===== config.mk =====
export PLATFORM = sky130hd
export DESIGN_NAME = vc_arbiter
export DESIGN_NICKNAME = d
export VERILOG_FILES = /design/src/rtl/vc_arb_pkg.sv /design/src/rtl/vc_arb_rr.sv /design/src/rtl/vc_arbiter.sv
export SDC_FILE = /design/constraint.sdc
export NUM_CORES = 1
export LEC_CHECK = 0
export CAP_MARGIN = 40
export CORE_AREA = 3 3 545 547
export CTS_BUF_LIST = sky130_fd_sc_hd__clkbuf_4
export DETAILED_ROUTE_END_ITERATION = 8
export DIE_AREA = 0 0 548 550
export PLACE_DENSITY = 0.35
export SKIP_LAST_GASP = 1
export SYNTH_ARGS = -nofsm -noshare
export SYNTH_HDL_FRONTEND = slang
export SYNTH_SLANG_ARGS = --single-unit

===== constraint.sdc =====
create_clock -name clk -period 3.18 [get_ports clk]
set_clock_uncertainty 0.15 [all_clocks]
set_input_delay 0.318 -clock clk [delete_from_list [all_inputs] [get_ports clk]]
set_output_delay 0.318 -clock clk [all_outputs]
set_load 0.03 [all_outputs]

===== src/rtl/vc_arb_pkg.sv =====
// -----------------------------------------------------------------------------
// vc_arb_pkg
// Shared types for the victim-cache arbiter: the sequencer state encoding, the
// request-type encoding and the (fixed) requester count.
// No ports; imported by vc_arb_rr and vc_arbiter.
// -----------------------------------------------------------------------------
package vc_arb_pkg;

    // Requester count. The round-robin picker is a 2-way design.
    localparam int NUM_PORTS = 2;

    typedef enum logic [2:0] {
        IDLE    = 3'd0,
        ISSUE   = 3'd1,
        WAIT_RD = 3'd2,
        WAIT_WR = 3'd3,
        RESP    = 3'd4
    } state_e;

    typedef enum logic {
        REQ_RD = 1'b0,
        REQ_WR = 1'b1
    } req_type_e;

endpackage


===== src/rtl/vc_arb_rr.sv =====
// -----------------------------------------------------------------------------
// vc_arb_rr
// Two-way round-robin picker. Purely combinational; the last-grant register
// lives in the parent so the pick is only committed when a grant happens.
//
// Ports:
//   req       in  NUM_PORTS  per-port request (any request type)
//   last_gnt  in  1          index of the port granted most recently
//   valid     out 1          at least one request present
//   gnt       out 1          index of the winning port
// -----------------------------------------------------------------------------
module vc_arb_rr
    import vc_arb_pkg::*;
(
    input  logic [NUM_PORTS-1:0] req,
    input  logic                 last_gnt,
    output logic                 valid,
    output logic                 gnt
);

    always_comb begin
        valid = |req;
        gnt   = 1'b0;
        if (req[0] && req[1]) begin
            // Contention: the port not served last time wins.
            gnt = ~last_gnt;
        end else if (req[1]) begin
            gnt = 1'b1;
        end
    end

endmodule


===== src/rtl/vc_arbiter.sv =====
// -----------------------------------------------------------------------------
// vc_arbiter
// Two-port arbiter/sequencer in front of vc_control. Port 0 is the L1 data
// cache, port 1 the L1 instruction cache. One request is granted at a time
// (round-robin), its address/line/dirty flag are latched and held for the
// whole transaction, a single-cycle vc_read or vc_write strobe is issued, the
// hit/completion indication is collected and a one-cycle resp pulse is
// returned to the granted port.
//
// Build option:
//   VC_ARB_TIMEOUT_EN  when defined, a write that sees no rdata_exists for
//                      TO_CYCLES cycles completes with resp_err=1; when
//                      undefined, writes wait indefinitely and resp_err is 0.
//
// Ports:
//   clk                 in  1                 rising-edge clock
//   rst                 in  1                 asynchronous reset, active low
//   req_read            in  NUM_PORTS         lookup request (level)
//   req_write           in  NUM_PORTS         eviction request (level)
//   req_addr            in  NUM_PORTS*ADDR_W  per-port line address
//   req_wdata           in  NUM_PORTS*S_LINE  per-port eviction line
//   req_dirty           in  NUM_PORTS         per-port eviction dirty flag
//   resp                out NUM_PORTS         one-cycle completion pulse
//   resp_hit            out 1                 read hit (0 for writes)
//   resp_err            out 1                 write timed out
//   resp_rdata          out S_LINE            read line data
//   vc_read, vc_write   out 1                 command strobes to vc_control
//   mem_address         out ADDR_W            latched address
//   mem_wdata           out S_LINE            latched eviction line
//   is_mem_wdata_dirty  out 1                 latched dirty flag
//   rdata_exists        in  1                 hit/completion from vc_control
//   vc_vcmem_rdata256   in  S_LINE            victim cache data output
// -----------------------------------------------------------------------------
module vc_arbiter
    import vc_arb_pkg::*;
#(
    parameter int S_LINE    = 256,
    parameter int ADDR_W    = 32,
    parameter int TO_CYCLES = 64
) (
    input  logic                              clk,
    input  logic                              rst,
    input  logic [NUM_PORTS-1:0]              req_read,
    input  logic [NUM_PORTS-1:0]              req_write,
    input  logic [NUM_PORTS-1:0][ADDR_W-1:0]  req_addr,
    input  logic [NUM_PORTS-1:0][S_LINE-1:0]  req_wdata,
    input  logic [NUM_PORTS-1:0]              req_dirty,
    output logic [NUM_PORTS-1:0]              resp,
    output logic                              resp_hit,
    output logic                              resp_err,
    output logic [S_LINE-1:0]                 resp_rdata,
    output logic                              vc_read,
    output logic                              vc_write,
    output logic [ADDR_W-1:0]                 mem_address,
    output logic [S_LINE-1:0]                 mem_wdata,
    output logic                              is_mem_wdata_dirty,
    input  logic                              rdata_exists,
    input  logic [S_LINE-1:0]                 vc_vcmem_rdata256
);

    state_e    state_q;
    state_e    state_d;
    req_type_e type_q;
    logic      gnt_q;
    logic      last_gnt_q;
    logic      wr_done_q;
    logic      wr_timeout;
    logic      rr_valid;
    logic      rr_gnt;

    vc_arb_rr u_rr (
        .req      (req_read | req_write),
        .last_gnt (last_gnt_q),
        .valid    (rr_valid),
        .gnt      (rr_gnt)
    );

`ifdef VC_ARB_TIMEOUT_EN
    localparam int TO_W = $clog2(TO_CYCLES + 1);

    logic [TO_W-1:0] to_cnt_q;

    assign wr_timeout = (to_cnt_q == TO_W'(TO_CYCLES));

    // Counts cycles spent in WAIT_WR; cleared while issuing so every write
    // starts from zero.
    always_ff @(posedge clk or negedge rst) begin
        if (!rst) begin
            to_cnt_q <= '0;
        end else if (state_q == ISSUE) begin
            to_cnt_q <= '0;
        end else if (state_q == WAIT_WR && !wr_timeout) begin
            to_cnt_q <= to_cnt_q + 1'b1;
        end
    end
`else
    logic to_cycles_unused;

    assign to_cycles_unused = ^TO_CYCLES;
    assign wr_timeout       = 1'b0;
`endif

    // Next-state logic
    always_comb begin
        state_d = state_q;
        case (state_q)
            IDLE:    if (rr_valid) state_d = ISSUE;
            ISSUE:   state_d = (type_q == REQ_WR) ? WAIT_WR : WAIT_RD;
            WAIT_RD: state_d = RESP;
            // Completion is taken from the registered rdata_exists, which puts
            // resp two cycles after the first rdata_exists seen here.
            WAIT_WR: if (wr_done_q || wr_timeout) state_d = RESP;
            RESP:    state_d = IDLE;
            default: state_d = IDLE;
        endcase
    end

    // Command strobes and response pulse are decoded from the state register.
    always_comb begin
        vc_read  = (state_q == ISSUE) && (type_q == REQ_RD);
        vc_write = (state_q == ISSUE) && (type_q == REQ_WR);
        resp     = '0;
        if (state_q == RESP) begin
            resp[gnt_q] = 1'b1;
        end
    end

    always_ff @(posedge clk or negedge rst) begin
        if (!rst) begin
            state_q            <= IDLE;
            type_q             <= REQ_RD;
            gnt_q              <= 1'b0;
            last_gnt_q         <= 1'b1;
            wr_done_q          <= 1'b0;
            mem_address        <= '0;
            mem_wdata          <= '0;
            is_mem_wdata_dirty <= 1'b0;
            resp_hit           <= 1'b0;
            resp_err           <= 1'b0;
            resp_rdata         <= '0;
        end else begin
            state_q   <= state_d;
            wr_done_q <= 1'b0;
            case (state_q)
                // Grant: latch the winner. A port with both requests up is
                // given the write first; its read is picked up later.
                IDLE: begin
                    if (rr_valid) begin
                        gnt_q              <= rr_gnt;
                        last_gnt_q         <= rr_gnt;
                        type_q             <= req_write[rr_gnt] ? REQ_WR : REQ_RD;
                        mem_address        <= req_addr[rr_gnt];
                        mem_wdata          <= req_wdata[rr_gnt];
                        is_mem_wdata_dirty <= req_dirty[rr_gnt];
                    end
                end
                WAIT_RD: begin
                    resp_hit   <= rdata_exists;
                    resp_rdata <= vc_vcmem_rdata256;
                    resp_err   <= 1'b0;
                end
                WAIT_WR: begin
                    wr_done_q <= rdata_exists;
                    if (state_d == RESP) begin
                        resp_hit <= 1'b0;
                        resp_err <= !wr_done_q;
                    end
                end
                default: ;
            endcase
        end
    end

endmodule

==> flow_metrics.env, run 1 <==
export IMPL_dp_hpwl_mm=171
export IMPL_hp_start="vc_vcmem_rdata256[204]"
export IMPL_cp_end_kind="register"
export IMPL_maxCapViolations=0
export IMPL_row_count=199
export IMPL_synth_cell_types=28
export IMPL_drv_slew=0
export IMPL_cts_buffer_depth=4
export IMPL_routed_wl_mm=217
export IMPL_worst_pin_slew_ns=0.949
export IMPL_min_path_type="input pin to register"
export IMPL_avgSynthCellArea_um2=11.2
export IMPL_hold_violations=0
export IMPL_grt_max_degree=182
export IMPL_fin_crit_ns=2.93
export IMPL_syn_inst=2254
export IMPL_holdPathStages=3
export IMPL_fp_dieH_um=550
export IMPL_final_nets=5764
export IMPL_drtPass1Iterations=5
export IMPL_crit_required_ns=4.00
export IMPL_p_leak_uw=0.0217
export IMPL_cts_htree_levels=4
export IMPL_path_class="register to register"
export IMPL_synth_warnings=0
export IMPL_cts_tree="yes"
export IMPL_grt_ovfl_total=0
export IMPL_vias_per_cell=3.49
export IMPL_core_um2=293000
export IMPL_multi_input_area_um2=10000
export IMPL_clock_tree_root_cell="clkbuf_4"
export IMPL_p_per_area_nw_per_um2=918
export IMPL_status="finished, final reports clean"
export IMPL_worstPathArrival_ns=3.75
export IMPL_ff_latch_area_um2=13900
export IMPL_initial_utilization_pct=8.59
export IMPL_antenna_found_initial=156
export IMPL_grt_pass1_vias=33100
export IMPL_drc_errors=0
export IMPL_power_total_uw=53900
export IMPL_fillers=32300
export IMPL_gp_congestion=0.855
export IMPL_fin_util_pct=20.0
export IMPL_rsz0062_at_grt="no"
export IMPL_ys_seq_area_share_pct=55.1
export IMPL_final_cell_mix="clkdlybuf4s50_1, dlygate4sd3_1, dfrtp_1"
export IMPL_grtUsageTotal_pct=13.7
export IMPL_synth_top_area_share_pct=55.0
export IMPL_final_common_cell="clkdlybuf4s50_1"
export IMPL_ys_seq_elements=554
export IMPL_reg2reg_to="mem_wdata[77]"
export IMPL_fp_dieArea_um2=301000
export IMPL_min_period_over_period_pct=92.2
export IMPL_rr_startpoint="state_q[2]"
export IMPL_cp_start_kind="register"
export IMPL_port_buffers=1391
export IMPL_clock_latency_ns=1.17
export IMPL_synth_area_leader_cell="dfrtp_1"
export IMPL_setup_viol=0
export IMPL_ir_drop_mv=0.705
export IMPL_worst_path_max_fanout=111
export IMPL_io_pins=1392
export IMPL_synth_area_um2=25200
export IMPL_cts_sinks=554
export IMPL_reg2reg_slack_ns=0.25
export IMPL_path_clk_slew_ns=0.06
export IMPL_drt_iter0_markers=1576
export IMPL_grt_pass1_wl_mm=287
export IMPL_synth_nets=3095
export IMPL_dr_total_vias=31300
export IMPL_drive_above_1_share_pct=12.7
export IMPL_rr_worst_depth=6
export IMPL_hold_end="resp_rdata[204]"
export IMPL_synth_area_leaders="dfrtp_1, mux2_2, nand3b_1, a31oi_1, o21ai_0"
export IMPL_ant_nets=0
export IMPL_wl_per_cell_um=24.2
export IMPL_dieWidth_um=548
export IMPL_areaGrowthSynthToFinish_pct=133
export IMPL_fmax_mhz=341
export IMPL_relSlewSlack_pct=36.8
export IMPL_numCtsBuffers=185
==> worst max-delay path, stage by stage, from the launching register on <==
cell           delay [ns]
dfrtp_1              0.44
nor3_4               0.24
buf_12               0.16
and2_4               0.23
buf_12               0.36
a31oi_1              0.16
dlygate4sd3_1        0.61
==> area by class of cell <==
| class | count | share of cell area, % |
|---|---|---|
| diodes | 27 | 0.115 |
| multi-input cells | 1444 | 17.1 |
| clock buffers | 264 | 3.38 |
| repair buffers | 2736 | 47.2 |
| flip-flops and latches | 554 | 23.6 |
| inverters | 2 | 0.0128 |
| clock inverters | 32 | 0.252 |
| well taps | 3919 | 8.36 |
==> report_power, final <==
group	internal, µW	switching, µW
logic	14000	18900
clock network	3750	3800
registers	10800	2580
total	28500	25300
==> synth_stat cells <==
library cell and count:
a21boi_0 1, a21oi_1 291, a2bb2oi_1 1, a31oi_1 289, a32o_1 1, and2_1 3
and2b_1 1, and3_1 2, buf_1 20, buf_2 26, buf_4 24, buf_6 33
clkbuf_1 151, dfrtp_1 553, dfstp_2 1, inv_1 2, mux2_2 256, mux2_4 3
nand2_1 2, nand2b_1 1, nand3b_1 289, nor2_1 5, nor2b_1 2, nor3_1 2
nor3b_1 1, o21a_1 1, o21ai_0 292, or4_1 1
==> cell families after synthesis <==
| group | share of synthesized area (%) |
|---|---|
| multiplexers | 11.6 |
| AND/OR/NAND/NOR | 9.06 |
| AO/OA/AOI/OAI | 18.9 |
| flip-flops | 55.1 |
| buffers and inverters | 5.29 |
==> what timing repair did <==
item	4_1_cts	5_1_grt
pin swaps	0	1
cloned	0	1
endpoints found under the setup margin	34	33
hold endpoints to repair	1102	0
buffers inserted	0	1
hold buffers	1253	0
resized for setup	35	3
==> sequential cells by signal, summed over array words and instances, names as in the netlist <==
| signal | cells |
|---|---|
| gnt_q | 1 |
| is_mem_wdata_dirty | 1 |
| last_gnt_q | 1 |
| mem_address | 32 |
| mem_wdata | 256 |
| resp_err | 1 |
| resp_hit | 1 |
| resp_rdata | 256 |
| state_q | 3 |
| type_q | 1 |
| wr_done_q | 1 |
==> stage by stage <==
step           instance area, µm²  worst slack (ns)  instances  hold WS, ns  TNS, ns
2_1_floorplan               25200              1.34       2254       -0.128        0
3_3_place_gp                43800             0.318       7393        0.232        0
3_5_place_dp                43900             0.298       7400        0.229        0
4_1_cts                     58600           -0.0940       8949    0.0000482   -0.102
5_1_grt                     58600            0.0233       8958       0.0851        0
6_report                    58700             0.250       8978        0.209        0
==> worst max path at each step <==
stage	from	end	slack [ns]
global route	state_q[2]	vc_write	0.02
finish	state_q[2]	mem_wdata[77]	0.25
floorplan	state_q[2]	resp_rdata[178]	1.34
global placement	req_write[0]	mem_wdata[127]	0.32
CTS	state_q[1]	resp[0]	-0.09
detailed placement	req_write[0]	mem_wdata[124]	0.30
==> layer usage <==
| metal | vias to the layer above | track usage [%] | part of all wire (%) |
|---|---|---|---|
| li1 | 13900 | - | - |
| met1 | 15300 | 15.7 | 39 |
| met2 | 1608 | 23.5 | 48 |
| met3 | 494 | 4.88 | 8.8 |
| met4 | 74 | 4.57 | 3.8 |
| met5 | - | 0 | 0.21 |
Power figures use the tool's default switching activity.
==> run 2: changes to the inputs <==
--- a/config.mk
+++ b/config.mk
@@ -5,7 +5,7 @@
 export SDC_FILE = /design/constraint.sdc
 export NUM_CORES = 1
 export LEC_CHECK = 0
-export CAP_MARGIN = 40
+export CAP_MARGIN = 20
 export CORE_AREA = 3 3 545 547
 export CTS_BUF_LIST = sky130_fd_sc_hd__clkbuf_4
 export DETAILED_ROUTE_END_ITERATION = 8
==> flow_metrics.env, run 2 (same netlist as run 1, synthesis figures left out) <==
export IMPL_status="finished, final reports clean"
export IMPL_fin_area_um2=59700
export IMPL_power_total_uw=53900
export IMPL_fmax_mhz=337
export IMPL_final_common_cell="clkdlybuf4s50_1"
export IMPL_drtPass1Iterations=5
export IMPL_worstPathArrival_ns=3.96
export IMPL_p_leak_uw=0.0221
export IMPL_final_cell_mix="clkdlybuf4s50_1, dlygate4sd3_1, dfrtp_1"
export IMPL_initial_utilization_pct=8.59
export IMPL_drive_above_1_share_pct=12.7
export IMPL_final_nets=5853
export IMPL_grt_pass1_vias=33100
export IMPL_vias_per_cell=3.49
export IMPL_path_class="register to register"
export IMPL_fp_dieH_um=550
export IMPL_drc_errors=0
export IMPL_worst_pin_slew_ns=1.02
export IMPL_port_buffers=1391
export IMPL_numCtsBuffers=190
export IMPL_path_clk_slew_ns=0.06
export IMPL_core_um2=293000
export IMPL_row_count=199
export IMPL_maxCapViolations=0
export IMPL_antenna_found_initial=157
export IMPL_cp_end_kind="register"
export IMPL_wl_per_cell_um=23.9
export IMPL_cts_tree="yes"
export IMPL_fin_crit_ns=2.96
export IMPL_drt_iter0_markers=1633
export IMPL_multi_input_area_um2=10000
export IMPL_routed_wl_mm=217
export IMPL_fin_util_pct=20.4
export IMPL_fp_dieArea_um2=301000
export IMPL_cts_buffer_depth=4
export IMPL_areaGrowthSynthToFinish_pct=137
export IMPL_grt_max_degree=182
export IMPL_placed_area_um2=43800
export IMPL_gp_congestion=0.855
export IMPL_fillers=32400
export IMPL_grt_pass1_wl_mm=287
export IMPL_worst_path_max_fanout=47
export IMPL_clock_tree_root_cell="clkbuf_4"
export IMPL_dr_total_vias=31700
export IMPL_io_pins=1392
export IMPL_dp_hpwl_mm=171
export IMPL_min_path_type="input pin to register"
export IMPL_relSlewSlack_pct=32.0
export IMPL_grt_ovfl_total=0
export IMPL_cts_htree_levels=4
export IMPL_clock_latency_ns=1.16
export IMPL_top_regs="mem_wdata: 256 flops, resp_rdata: 256 flops, mem_address: 32 flops"
export IMPL_dieWidth_um=548
export IMPL_ff_latch_area_um2=13900
export IMPL_ant_nets=0
export IMPL_hold_violations=0
export IMPL_drv_slew=0
export IMPL_grtUsageTotal_pct=13.7
export IMPL_min_period_over_period_pct=93.2
export IMPL_cts_sinks=554
export IMPL_cp_start_kind="register"
export IMPL_ir_drop_mv=0.638
export IMPL_crit_required_ns=4.17
export IMPL_p_per_area_nw_per_um2=903
export IMPL_setup_viol=0
## run 2: cell count changes in the layout (fill, tap and decap cells not counted), sizes merged
cell         previous run  this run
clkbuf                266       286
dlygate4sd3          1252      1344
diode                  27        32
buf                    95        88
inv                     9         5
clkinvlp                0         5
## run 2: path summary, 6_finish.rpt
| check | from | to | cells after the start | slack [ns] |
|---|---|---|---|---|
| setup / recovery | last_gnt_q | mem_wdata[244] | 6 | 0.22 |
| hold / removal | vc_vcmem_rdata256[31] | resp_rdata[31] | 3 | 0.25 |
| setup reg to reg | last_gnt_q | mem_wdata[244] | 6 | 0.22 |
| hold reg to reg | resp_rdata[231] | resp_rdata[231] | 1 | 0.35 |
| max in group asynchronous | rst | mem_wdata[125] | 7 | 1.13 |
| min in group asynchronous | rst | mem_wdata[3] | 5 | 0.73 |
## run 2: final cells by class
type	instances	area share [%]
antenna	32	0.134
clock buffer	285	3.59
clock inverter	33	0.281
inverter	2	0.0126
multi-input combinational	1444	16.8
sequential	554	23.2
tap	3919	8.22
timing repair buffer	2820	47.7
## run 2: worst max-delay path, stage by stage, from the launching register on
cell,delay (ns)
dfstp_2,0.74
o21a_4,0.28
buf_12,0.28
o21ai_0,0.12
dlygate4sd3_1,0.57
a31oi_1,0.16
dlygate4sd3_1,0.56
## run 2: what timing repair did
action / 4_1_cts / 5_1_grt
setup buffers: 0 / 1
setup endpoints to repair: 34 / 8
pin swaps: 0 / 1
hold buffers: 1345 / 0
gates resized for setup: 35 / 3
endpoints found under the hold margin: 1102 / 0
## run 2: power by group
part / internal [µW] / total (µW) / switching (µW)
clock network: 4040 / 7890 / 3850
logic: 13900 / 32600 / 18700
registers: 10800 / 13400 / 2570
## run 2: layer usage
layer  wire length (µm)  track usage, %  share of wire [%]  vias to the layer above
li1                   -               -                  -                    14100
met1              82300            15.2                 38                    15500
met2             105000            23.8                 48                     1565
met3              21600            5.82                 10                      484
met4               7090            3.69                3.3                       98
met5                647               0               0.30                        -
## run 2: stage by stage
| stage | worst slack (ns) | instances | TNS [ns] | hold slack, ns |
|---|---|---|---|---|
| 2_1_floorplan | 1.34 | 2254 | 0 | -0.128 |
| 3_3_place_gp | 0.318 | 7393 | 0 | 0.232 |
| 3_5_place_dp | 0.285 | 7393 | 0 | 0.228 |
| 4_1_cts | -0.0663 | 9056 | -0.0720 | 0.0000651 |
| 5_1_grt | -0.00668 | 9065 | -0.00668 | 0.0504 |
| 6_report | 0.217 | 9089 | 0 | 0.253 |
==> run 3: changes to the inputs <==
--- a/config.mk
+++ b/config.mk
@@ -11,6 +11,7 @@
 export DETAILED_ROUTE_END_ITERATION = 8
 export DIE_AREA = 0 0 548 550
 export PLACE_DENSITY = 0.35
+export REMOVE_ABC_BUFFERS = 1
 export SKIP_LAST_GASP = 1
 export SYNTH_ARGS = -nofsm -noshare
 export SYNTH_HDL_FRONTEND = slang
==> flow_metrics.env, run 3 (same netlist as run 1, synthesis figures left out) <==
export IMPL_slowest_stage="dlygate4sd3_1"
export IMPL_setup_viol=0
export IMPL_worst_pin_slew_ns=0.977
export IMPL_dp_hpwl_mm=161
export IMPL_final_common_cell="dlygate4sd3_1"
export IMPL_clock_latency_ns=1.13
export IMPL_fillers=32300
export IMPL_drv_slew=0
export IMPL_worstPathArrival_ns=3.84
export IMPL_critical_path_max_stage_delay_ns=0.58
export IMPL_rsz0062_at_grt="no"
export IMPL_row_count=199
export IMPL_fp_dieH_um=550
export IMPL_grtUsageTotal_pct=13.0
export IMPL_power_frac_comb_pct=61.9
export IMPL_top_regs="mem_wdata: 256 flops, resp_rdata: 256 flops, mem_address: 32 flops"
export IMPL_min_period_over_period_pct=93.1
export IMPL_pwr_share_clk_pct=14.3
export IMPL_relSlewSlack_pct=34.9
export IMPL_crit_top_cell="dlygate4sd3_1"
export IMPL_drt_iter0_markers=1732
export IMPL_hold_violations=0
export IMPL_cp_start_kind="input pin"
export IMPL_p_per_area_nw_per_um2=914
export IMPL_grt_pass1_vias=34300
export IMPL_cp_end_kind="register"
export IMPL_grt_max_degree=120
export IMPL_cts_tree="yes"
export IMPL_port_buffers=1391
export IMPL_fp_dieArea_um2=301000
export IMPL_maxCapViolations=0
export IMPL_numCtsBuffers=190
export IMPL_switching_share_pct=44.4
export IMPL_p_leak_uw=0.0224
export IMPL_dieWidth_um=548
export IMPL_finalSetupTns_ns=0
export IMPL_min_path_type="input pin to register"
export IMPL_cts_sinks=554
export IMPL_preCtsSetupSlack_ns=0.373
export IMPL_fmax_mhz=338
export IMPL_vias_per_cell=3.48
export IMPL_drive_above_1_share_pct=13.3
export IMPL_core_um2=293000
export IMPL_grt_ovfl_total=0
export IMPL_power_total_uw=55300
export IMPL_antenna_found_initial=163
export IMPL_power_switching_uw=24600
export IMPL_pwr_share_seq_pct=23.8
export IMPL_wl_per_cell_um=22.4
export IMPL_ir_drop_mv=0.498
export IMPL_final_nets=5955
export IMPL_cts_htree_levels=4
export IMPL_crit_chain="dlygate4sd3_1, clkdlybuf4s50_1, nor2_4, buf_12, buf_4, buf_4, nand3b_1, dlygate4sd3_1, a31oi_1, dlygate4sd3_1"
export IMPL_path_class="input pin to register"
export IMPL_areaGrowthSynthToFinish_pct=141
export IMPL_routed_wl_mm=206
export IMPL_worst_path_max_fanout=41
export IMPL_initial_utilization_pct=8.59
export IMPL_ant_nets=0
export IMPL_final_setup_worst_slack_ns=0.218
export IMPL_grt_pass1_wl_mm=278
export IMPL_drc_errors=0
export IMPL_final_cell_mix="dlygate4sd3_1, clkdlybuf4s50_1, dfrtp_1"
export IMPL_status="finished, final reports clean"
export IMPL_crit_required_ns=4.06
export IMPL_fin_crit_ns=2.96
export IMPL_gp_congestion=0.840
export IMPL_dr_total_vias=32100
export IMPL_path_clk_slew_ns=0.06
export IMPL_cts_buffer_depth=4
export IMPL_io_pins=1392
export IMPL_clock_tree_root_cell="clkbuf_4"
export IMPL_p_int_uw=30800
export IMPL_drtPass1Iterations=7
==> run 3: changes by cell type in the layout (fill, tap and decap cells not counted), moves of 13 or more <==
cell,delta
buf_4,+58
clkdlybuf4s50_1,+22
clkinv_1,+13
dlygate4sd2_1,-22
dlygate4sd3_1,+52
==> run 3: timing repair <==
action	in CTS	in global routing
hold buffers	1397	0
setup endpoints to repair	13	17
endpoints found under the hold margin	1104	0
gates resized for setup	29	0
cloned	0	0
pin swaps	0	1
setup buffers	0	3
==> run 3: stage by stage <==
stage	cell area, µm²	hold WS [ns]	cells	utilization (%)
after global placement	44100	0.327	7441	15.0
after global routing	60500	0.0915	9188	20.6
after floorplan	23800	-0.128	2000	-
final	60500	0.248	9210	20.7
after CTS	60400	0.000698	9163	20.6
after detailed placement	44100	0.326	7441	15.0
==> run 3: power groups by stage <==
stage / sequential, µW / clock [µW] / combinational, µW
after floorplan: 18200 / 0 / 5610
after global placement: 13200 / 0 / 29400
after detailed placement: 13200 / 0 / 29400
after CTS: 13200 / 8480 / 34400
after global routing: 13600 / 8800 / 36300
final: 13200 / 7930 / 34200
==> run 3: critical path: cells and delay by family <==
kind / cells / cell delay, ns
buffers and inverters: 7 / 3.03
AND/OR/NAND/NOR: 2 / 0.37
AO/OA/AOI/OAI: 1 / 0.09
==> run 3: worst paths after layout <==
check	start	to	slack [ns]	cells past startpoint
worst max-delay path	req_read[1]	mem_wdata[95]	0.22	10
worst min-delay path	req_wdata[217]	mem_wdata[217]	0.25	4
worst max register to register	state_q[1]	mem_address[6]	0.23	8
worst min register to register	wr_done_q	state_q[1]	0.33	1
max in group asynchronous	rst	resp_rdata[223]	1.52	5
min in group asynchronous	rst	resp_rdata[199]	0.55	4
==> run 3: layer usage <==
layer  part of all wire, %  track usage (%)  up-vias
met5                  0.27                0        -
met4                   3.3             4.05       84
met3                   9.9             5.37      465
met2                    50             23.2     1568
met1                    37             14.0    15700
li1                      -                -    14300
==> run 3: cell type report <==
cell class	instances	area [µm²]	share of cell area, %
multi-input cells	1444	10000	16.5
flip-flops and latches	554	13900	22.9
repair buffers	2922	29300	48.4
diodes	44	110	0.182
well taps	3919	4900	8.10
clock inverters	52	285	0.471
inverters	2	7.51	0.0124
clock buffers	273	2050	3.39
